$ cat src/rtl/armleocpu_bus_arbiter_pkg.sv
// Shared definitions for the core memory bus arbiter: command/response codes,
// FSM state encodings and the burst-length helper.
package armleocpu_bus_arbiter_pkg;

  localparam int CMD_W   = 3;
  localparam int RESP_W  = 3;
  localparam int BURST_W = 4;

  typedef enum logic [CMD_W-1:0] {
    CMD_NONE  = 3'd0,
    CMD_READ  = 3'd1,
    CMD_WRITE = 3'd2
  } bus_cmd_t;

  // Any non-zero response is an error/fault and terminates the burst.
  typedef enum logic [RESP_W-1:0] {
    RESP_OKAY   = 3'd0,
    RESP_EXOKAY = 3'd1,
    RESP_SLVERR = 3'd2,
    RESP_DECERR = 3'd3
  } bus_resp_t;

  localparam logic [0:0] STATE_IDLE   = 1'b0;
  localparam logic [0:0] STATE_ACTIVE = 1'b1;

  // A burstcount of zero still moves one beat.
  function automatic logic [BURST_W-1:0] effective_beats(input logic [BURST_W-1:0] bc);
    return (bc == '0) ? BURST_W'(1) : bc;
  endfunction

endpackage

$ cat src/rtl/armleocpu_bus_arbiter_rr_picker.sv
// Combinational first-requester search starting at a given index and wrapping
// modulo CHANNELS; a start of zero gives fixed lowest-index priority.
module armleocpu_rr_picker #(
  parameter int CHANNELS = 2,
  parameter int IDX_W    = 1
) (
  input  logic [CHANNELS-1:0] req,
  input  logic [IDX_W-1:0]    start,
  output logic [IDX_W-1:0]    winner,
  output logic                valid
);

  int idx;

  always_comb begin
    winner = '0;
    valid  = 1'b0;
    idx    = 0;
    for (int i = 0; i < CHANNELS; i++) begin
      idx = int'(start) + i;
      if (idx >= CHANNELS) idx = idx - CHANNELS;
      if (!valid && req[idx]) begin
        valid  = 1'b1;
        winner = IDX_W'(idx);
      end
    end
  end

endmodule

$ cat src/rtl/armleocpu_bus_arbiter.sv
// N-master to 1-slave arbiter for the core memory bus. The grant is held for a
// whole burst and every grant is separated by one IDLE cycle.
module armleocpu_bus_arbiter
  import armleocpu_bus_arbiter_pkg::*;
#(
  parameter int CHANNELS    = 2,
  parameter int ADDR_W      = 34,
  parameter int DATA_W      = 32,
  parameter int ROUND_ROBIN = 1
) (
  input  logic                         clk,
  input  logic                         rst_n,

  input  logic [CHANNELS-1:0]          m_transaction,
  input  logic [3*CHANNELS-1:0]        m_cmd,
  input  logic [ADDR_W*CHANNELS-1:0]   m_address,
  input  logic [4*CHANNELS-1:0]        m_burstcount,
  input  logic [DATA_W*CHANNELS-1:0]   m_wdata,
  input  logic [(DATA_W/8)*CHANNELS-1:0] m_wbyte_enable,
  output logic [CHANNELS-1:0]          m_transaction_done,
  output logic [3*CHANNELS-1:0]        m_transaction_response,
  output logic [DATA_W-1:0]            m_rdata,

  output logic                         s_transaction,
  output logic [2:0]                   s_cmd,
  output logic [ADDR_W-1:0]            s_address,
  output logic [3:0]                   s_burstcount,
  output logic [DATA_W-1:0]            s_wdata,
  output logic [DATA_W/8-1:0]          s_wbyte_enable,
  input  logic                         s_transaction_done,
  input  logic [2:0]                   s_transaction_response,
  input  logic [DATA_W-1:0]            s_rdata
);

  localparam int IDX_W = $clog2(CHANNELS);
  localparam int BE_W  = DATA_W / 8;

  logic [0:0]         state;
  logic [IDX_W-1:0]   grant;
  logic [IDX_W-1:0]   rr_ptr;
  logic [BURST_W-1:0] beats;
  logic [BURST_W-1:0] beat_cnt;

  logic [IDX_W-1:0]   pick_start;
  logic [IDX_W-1:0]   pick_winner;
  logic               pick_valid;
  logic [BURST_W-1:0] win_burst;
  logic               burst_last;

  function automatic logic [IDX_W-1:0] next_ptr(input logic [IDX_W-1:0] p);
    if (p == IDX_W'(CHANNELS - 1)) return '0;
    return p + 1'b1;
  endfunction

  generate
    if (ROUND_ROBIN != 0) begin : g_rr
      assign pick_start = rr_ptr;
    end else begin : g_fixed
      assign pick_start = '0;
    end
  endgenerate

  armleocpu_rr_picker #(
    .CHANNELS (CHANNELS),
    .IDX_W    (IDX_W)
  ) u_picker (
    .req    (m_transaction),
    .start  (pick_start),
    .winner (pick_winner),
    .valid  (pick_valid)
  );

  always_comb begin
    win_burst = '0;
    for (int k = 0; k < CHANNELS; k++) begin
      if (pick_winner == IDX_W'(k)) win_burst = m_burstcount[4*k +: 4];
    end
  end

  // An error response ends the burst early, whatever the beat count.
  assign burst_last = (BURST_W'(beat_cnt + 1'b1) == beats) ||
                      (s_transaction_response != RESP_OKAY);

  always_ff @(posedge clk) begin
    if (!rst_n) begin
      state    <= STATE_IDLE;
      grant    <= '0;
      rr_ptr   <= '0;
      beats    <= BURST_W'(1);
      beat_cnt <= '0;
    end else if (state == STATE_IDLE) begin
      if (pick_valid) begin
        grant    <= pick_winner;
        beats    <= effective_beats(win_burst);
        beat_cnt <= '0;
        state    <= STATE_ACTIVE;
      end
    end else begin
      if (s_transaction_done && burst_last) begin
        state    <= STATE_IDLE;
        rr_ptr   <= next_ptr(grant);
        beat_cnt <= BURST_W'(beat_cnt + 1'b1);
      end else if (!m_transaction[grant]) begin
        // Master abandoned the burst: release without advancing fairness.
        state <= STATE_IDLE;
      end else if (s_transaction_done) begin
        beat_cnt <= BURST_W'(beat_cnt + 1'b1);
      end
    end
  end

  always_comb begin
    s_transaction          = 1'b0;
    s_cmd                  = CMD_NONE;
    s_address              = '0;
    s_burstcount           = '0;
    s_wdata                = '0;
    s_wbyte_enable         = '0;
    m_transaction_done     = '0;
    m_transaction_response = '0;
    m_rdata                = '0;
    if (state == STATE_ACTIVE) begin
      m_rdata = s_rdata;
      for (int k = 0; k < CHANNELS; k++) begin
        if (grant == IDX_W'(k)) begin
          s_transaction                  = m_transaction[k];
          s_cmd                          = m_cmd[3*k +: 3];
          s_address                      = m_address[ADDR_W*k +: ADDR_W];
          s_burstcount                   = m_burstcount[4*k +: 4];
          s_wdata                        = m_wdata[DATA_W*k +: DATA_W];
          s_wbyte_enable                 = m_wbyte_enable[BE_W*k +: BE_W];
          m_transaction_done[k]          = s_transaction_done;
          m_transaction_response[3*k +: 3] = s_transaction_response;
        end
      end
    end
  end

endmodule

$ cat config.mk
export PLATFORM = sky130hd
export DESIGN_NAME = armleocpu_bus_arbiter
export DESIGN_NICKNAME = d
export VERILOG_FILES = /design/src/rtl/armleocpu_bus_arbiter_pkg.sv /design/src/rtl/armleocpu_bus_arbiter_rr_picker.sv /design/src/rtl/armleocpu_bus_arbiter.sv
export SDC_FILE = /design/constraint.sdc
export NUM_CORES = 1
export LEC_CHECK = 0
export ABC_AREA = 1
export CAP_MARGIN = 40
export CORE_AREA = 2 2 120 122
export CTS_BUF_LIST = sky130_fd_sc_hd__clkbuf_16
export CTS_CLUSTER_DIAMETER = 50
export DETAILED_ROUTE_END_ITERATION = 16
export DIE_AREA = 0 0 122 124
export PLACE_DENSITY = 0.56
export SYNTH_ARGS = -nofsm -noshare
export SYNTH_HDL_FRONTEND = slang
export SYNTH_HIERARCHICAL = 1
export SYNTH_SLANG_ARGS = --single-unit
$ cat constraint.sdc
create_clock -name clk -period 3.7 [get_ports clk]
set_input_delay 0.74 -clock clk [delete_from_list [all_inputs] [get_ports clk]]
set_output_delay 0.74 -clock clk [all_outputs]
set_load 0.03 [all_outputs]
# Yosys cells after proc, flatten, opt, wreduce, memory -nomap -nowiden
# Cells that the tools add are included.
# totals
register_bits	11
output_inout_bits	118
word_cells	78
# op_classes
n_addsub	5
n_lt_le_gt_ge	5
eq_ne	3
n_mux	49
n_bitwise	1
n_reduce_logical	10
# ops
cell	n
$mux 32	5
$mux 34	2
$lt 32x3->1 const B	2
$mux 4	11
$ge 32x3->1 const B	1
$sub 32x3->32 const B	1
$mux 1	25
$mux 3	4
$mux 6	1
$add 4x1->4 const B	1
$eq 4x4->1	1
$logic_not 4->1	1
$reduce_and 2->1	2
$ne 3x1->1 const B	1
$ne 3x2->1 const B	1
$reduce_and 3->1	1
$reduce_bool 3->1	1
$sub 1x2->3 const B	1
$add 1x1->2 const B	1
$ge 1x2->1 const B	1
$logic_and 1x1->1	2
$lt 1x2->1 const B	1
$mux 2	1
$reduce_bool 2->1	1
other kinds (4)	4

# Depth between registers and ports, before layout
# logic_depth
word_depth	12
mapped_depth	12
ltp_nobuf	12

# Hierarchy
# Netlist, hierarchy kept.
# modules_own_cells
module	instances	cells_per_inst	area_per_inst_um2	seq_area_each_um2
armleocpu_bus_arbiter	1	429	2069.5	220.2
armleocpu_rr_picker	1	4	18.8	0.0

# Least setup slack after synthesis
# Ideal clock, no wire load.
# synth_timing
path_type	register -> output
startpoint	reg grant
endpoint	out s_address[10]
arrival_time_ns	1.405
required_ns	2.960
setup_slack_ns	1.555
stages_incl_launch_ff	7
cell_sequence	dfxtp_1 buf_6 inv_2 buf_2 buf_2 nand2_1 a21oi_1
# synth_via
elab_chain_cells	2
# synth_rtl
item	line	rtl
from (decl)	armleocpu_bus_arbiter.sv:39	logic [IDX_W-1:0] grant;
from (signal assigned)	armleocpu_bus_arbiter.sv:93	grant <= pick_winner;
$mux 34	armleocpu_bus_arbiter.sv:125	if (grant == IDX_W'(k)) begin
$mux 34	armleocpu_bus_arbiter.sv:122	if (state == STATE_ACTIVE) begin
to (decl)	armleocpu_bus_arbiter.sv:26	output logic [ADDR_W-1:0] s_address,
# No other way between the ends.

# Worst setup path after layout
# layout_timing
startpoint	in s_transaction_done
endpoint	out m_transaction_done[1]
# layout_via
elab_chain_cells	2
# layout_rtl
item	line	rtl
from (decl)	armleocpu_bus_arbiter.sv:30	input logic s_transaction_done,
$mux 1	armleocpu_bus_arbiter.sv:125	
$mux 2	armleocpu_bus_arbiter.sv:122	
to (decl)	armleocpu_bus_arbiter.sv:20	output logic [CHANNELS-1:0] m_transaction_done,
# No other way between the ends.

==> run metrics <==
kind of critical path in2out; final-layout worst hold slack between 0.4 and 0.5 ns; Levels on crit path 4; result of the run complete, no violations; kind of path behind the tightest hold check reg2reg; Synth Register Bits 11; CTS tree done; type of element launching the critical path primary input; required time worst endpoint 2.96 ns; Post-CTS Hold Buffers 0; net switching component of the power roughly 0.5 mW; power per cell area roughly 220 mW/mm^2; sequence of cells on the critical path clkdlybuf4s50_1, nand2_1, nor2_1, clkdlybuf4s50_1; first-iteration detailed-routing DRC count approximately 130; standard-cell row count 43; RePlAce Congestion about 0.82; Hold Startpoint pick_start$_SDFFE_PN0P_; area occupied by registers approximately 220 sq um; post-route cell area between 0.005 and 0.006 sq mm; number of H-tree levels 1; RSZ-0062 raised after global routing false; combinational group share of total power 71.3%; Final #Nets 920; number of pins exceeding their max-slew limit in the final report 0; clock root buffer master sky130_fd_sc_hd__clkbuf_16; initial antenna violation count 0; Pre-antenna DRT Iters 6; static leakage around 2.5 nW; post-detailed-route via-to-cell ratio ~4.2; number of buffers added by the clock tree synthesis step 3; height of the chip between 100 and 150 um; time the final worst path needs with I/O delays and setup 2.967 ns; number of nets still failing antenna checks after routing 0; Distinct cells, synth 25; Seq pwr share a little under an eighth; type of element capturing the critical path output port; measured slew at the worst slew-check pin 0.6350 ns; leading cell type in the layout, fill and taps excluded sky130_fd_sc_hd__clkdlybuf4s50_1; pin count of the biggest net entering global routing 66; cell count after synthesis 433; via total after detailed routing around 3800; number of buffers added on ports 311; total negative setup slack 0 ns; global-route usage over all layers ~15%; Clock Power Share roughly 17%; cell total after placement 900; Data arrival, critical path 2.23 ns; Starting Density between 10% and 20%; Yosys warnings 6; family with the most delay on the worst path buffers and inverters; post-synth net total between 600 and 700; fraction of final layout cells sized beyond drive strength 1 between 10 and 15%; post-layout util 39.35%; Worst R2R Setup Slack between 1.5 and 2 ns; Resized cells post-CTS 0; global-route wire length before repair ~18000 um; clock-pin slew of the registers on the worst-case setup and hold paths ~0.040 ns; master of the slowest instance on the critical path sky130_fd_sc_hd__clkdlybuf4s50_1; Multi-input gate area about 0.0015 sq mm; sum of routed wire length over all layers approximately 13000 um; capturing point of the worst reg2reg path beats[0]$_SDFFE_PN1P_; crit-path max FO 3; worst hold stages 1; switching part of the total ~43%; floorplan die area around 0.015 sq mm; average footprint of a synthesized cell between 4 and 5 sq um; number of global-route vias before repair 3501; io pins approximately 310; average wire per cell in the routed design approximately 14 um; insertion delay to the later sink of the worst-skew pair 0.24 ns; Fin. Hold Viols 0; area of placed instances around 0.0053 sq mm; Post-Syn Area roughly 0.0021 sq mm; Chip Width roughly 120 um; Max-slew headroom 57.60%; number of buffers added for setup after CTS 0; max frequency 337.1 MHz; FF-to-FF Start state$_SDFF_PN0_; number of setup violations in the final report 0; Final period util between 80% and 90%; Layout Skew approximately 0.0022 ns; Most common cell on crit path sky130_fd_sc_hd__clkdlybuf4s50_1; Max clock buf depth 2; Register-to-Register Path Depth 5; Max Cap Viol 0; DP Wirelength roughly 11000 um; worst min-delay path endpoint pick_start$_SDFFE_PN0P_; Worst VDD drop ~130 uV; DRC 0; filler cell count 1444; CP max stage delay roughly 0.70 ns; Placeable Area ~0.014 sq mm; cell internal pwr between 0.6 and 0.7 mW; highest-count cells in the layout ignoring fill and taps 234 x sky130_fd_sc_hd__clkdlybuf4s50_1, 204 x sky130_fd_sc_hd__nand2_1, 87 x sky130_fd_sc_hd__a21oi_1, 70 x sky130_fd_sc_hd__buf_4, 47 x sky130_fd_sc_hd__inv_1; final cell count without fillers about 900; worst path bufs/invs 2; leftover overflow at the end of global routing 0; area growth from synthesis to layout 158.5%; Inserted Diodes 0; clk sink count 11; sequential fraction of the synthesis area a little over a tenth
cells by family (layout without fill, tap and decap cells):
logic type / Yosys count / after routing / synth area share, %
AND/OR/NAND/NOR: 240 / 240 / 46.85
AO/OA/AOI/OAI: 95 / 95 / 23.25
buffers and inverters: 81 / 372 / 15.82
flip-flops: 11 / 11 / 10.55
multiplexers: 4 / 4 / 2.516
adder cells (fa/ha/maj): 1 / 1 / 0.5991
XOR/XNOR: 1 / 1 / 0.4195
per-stage QoR:
| step | power, mW | setup slack (ns) |
|---|---|---|
| after floorplan | 0.5319 | 1.555 |
| after global placement | 0.9718 | 0.7630 |
| after detailed placement | 0.9768 | 0.7541 |
| after CTS | 1.179 | 0.7544 |
| after global routing | 1.232 | 0.6669 |
| final | 1.166 | 0.7331 |
final cells by class:
type / count / area share (%)
flip-flops and latches: 11 / 4.102
repair buffers: 318 / 58.31
multi-input cells: 341 / 28.48
inverters: 50 / 3.476
clock buffers: 3 / 1.390
well taps: 180 / 4.171
clock inverters: 1 / 0.06952
cell usage after synthesis (all sizes together):
cell type	n	area (sq um)
a211oi	2	15.01
a21oi	87	435.4
buf	14	78.82
clkbuf	17	63.81
dfxtp	11	220.2
ha	1	12.51
inv	50	187.7
mux2i	4	52.55
nand2	209	812.0
nand3	14	82.58
nand4	2	12.51
nor2	13	48.80
nor3	1	16.27
o211ai	1	7.510
o21a	1	7.510
o21ai	4	20.02
or2	1	6.260
xnor2	1	8.760
routing by layer:
metal	track usage, %	wire length, um	up-vias
met3	4.121	1439	4
met2	29.29	6681	217
li1	-	-	1929
met5	0	0	-
met1	16.35	4561	1657
met4	1.652	55	0
worst max path at each step:
stage | endpoint | start
3_3_place_gp | m_transaction_response[2] | s_transaction_response[2]
4_1_cts | m_transaction_response[2] | s_transaction_response[2]
2_1_floorplan | s_address[10] | grant$_SDFFE_PN0P_
3_5_place_dp | m_transaction_response[2] | s_transaction_response[2]
5_1_grt | m_transaction_done[1] | s_transaction_done
6_report | m_transaction_done[1] | s_transaction_done
power groups by stage:
stage / registers [mW] / clock network (mW) / logic, mW
floorplan: 0.134 / 0 / 0.398
global placement: 0.139 / 0 / 0.833
CTS: 0.137 / 0.202 / 0.840
finish: 0.137 / 0.197 / 0.832
global route: 0.138 / 0.204 / 0.890
detailed placement: 0.139 / 0 / 0.837
sequential cells by signal, summed over array words and instances (netlist names):
signal,count
state,1
pick_start,1
beat_cnt,4
grant,1
beats,4
Note: power is estimated with default switching activity, not from simulation.
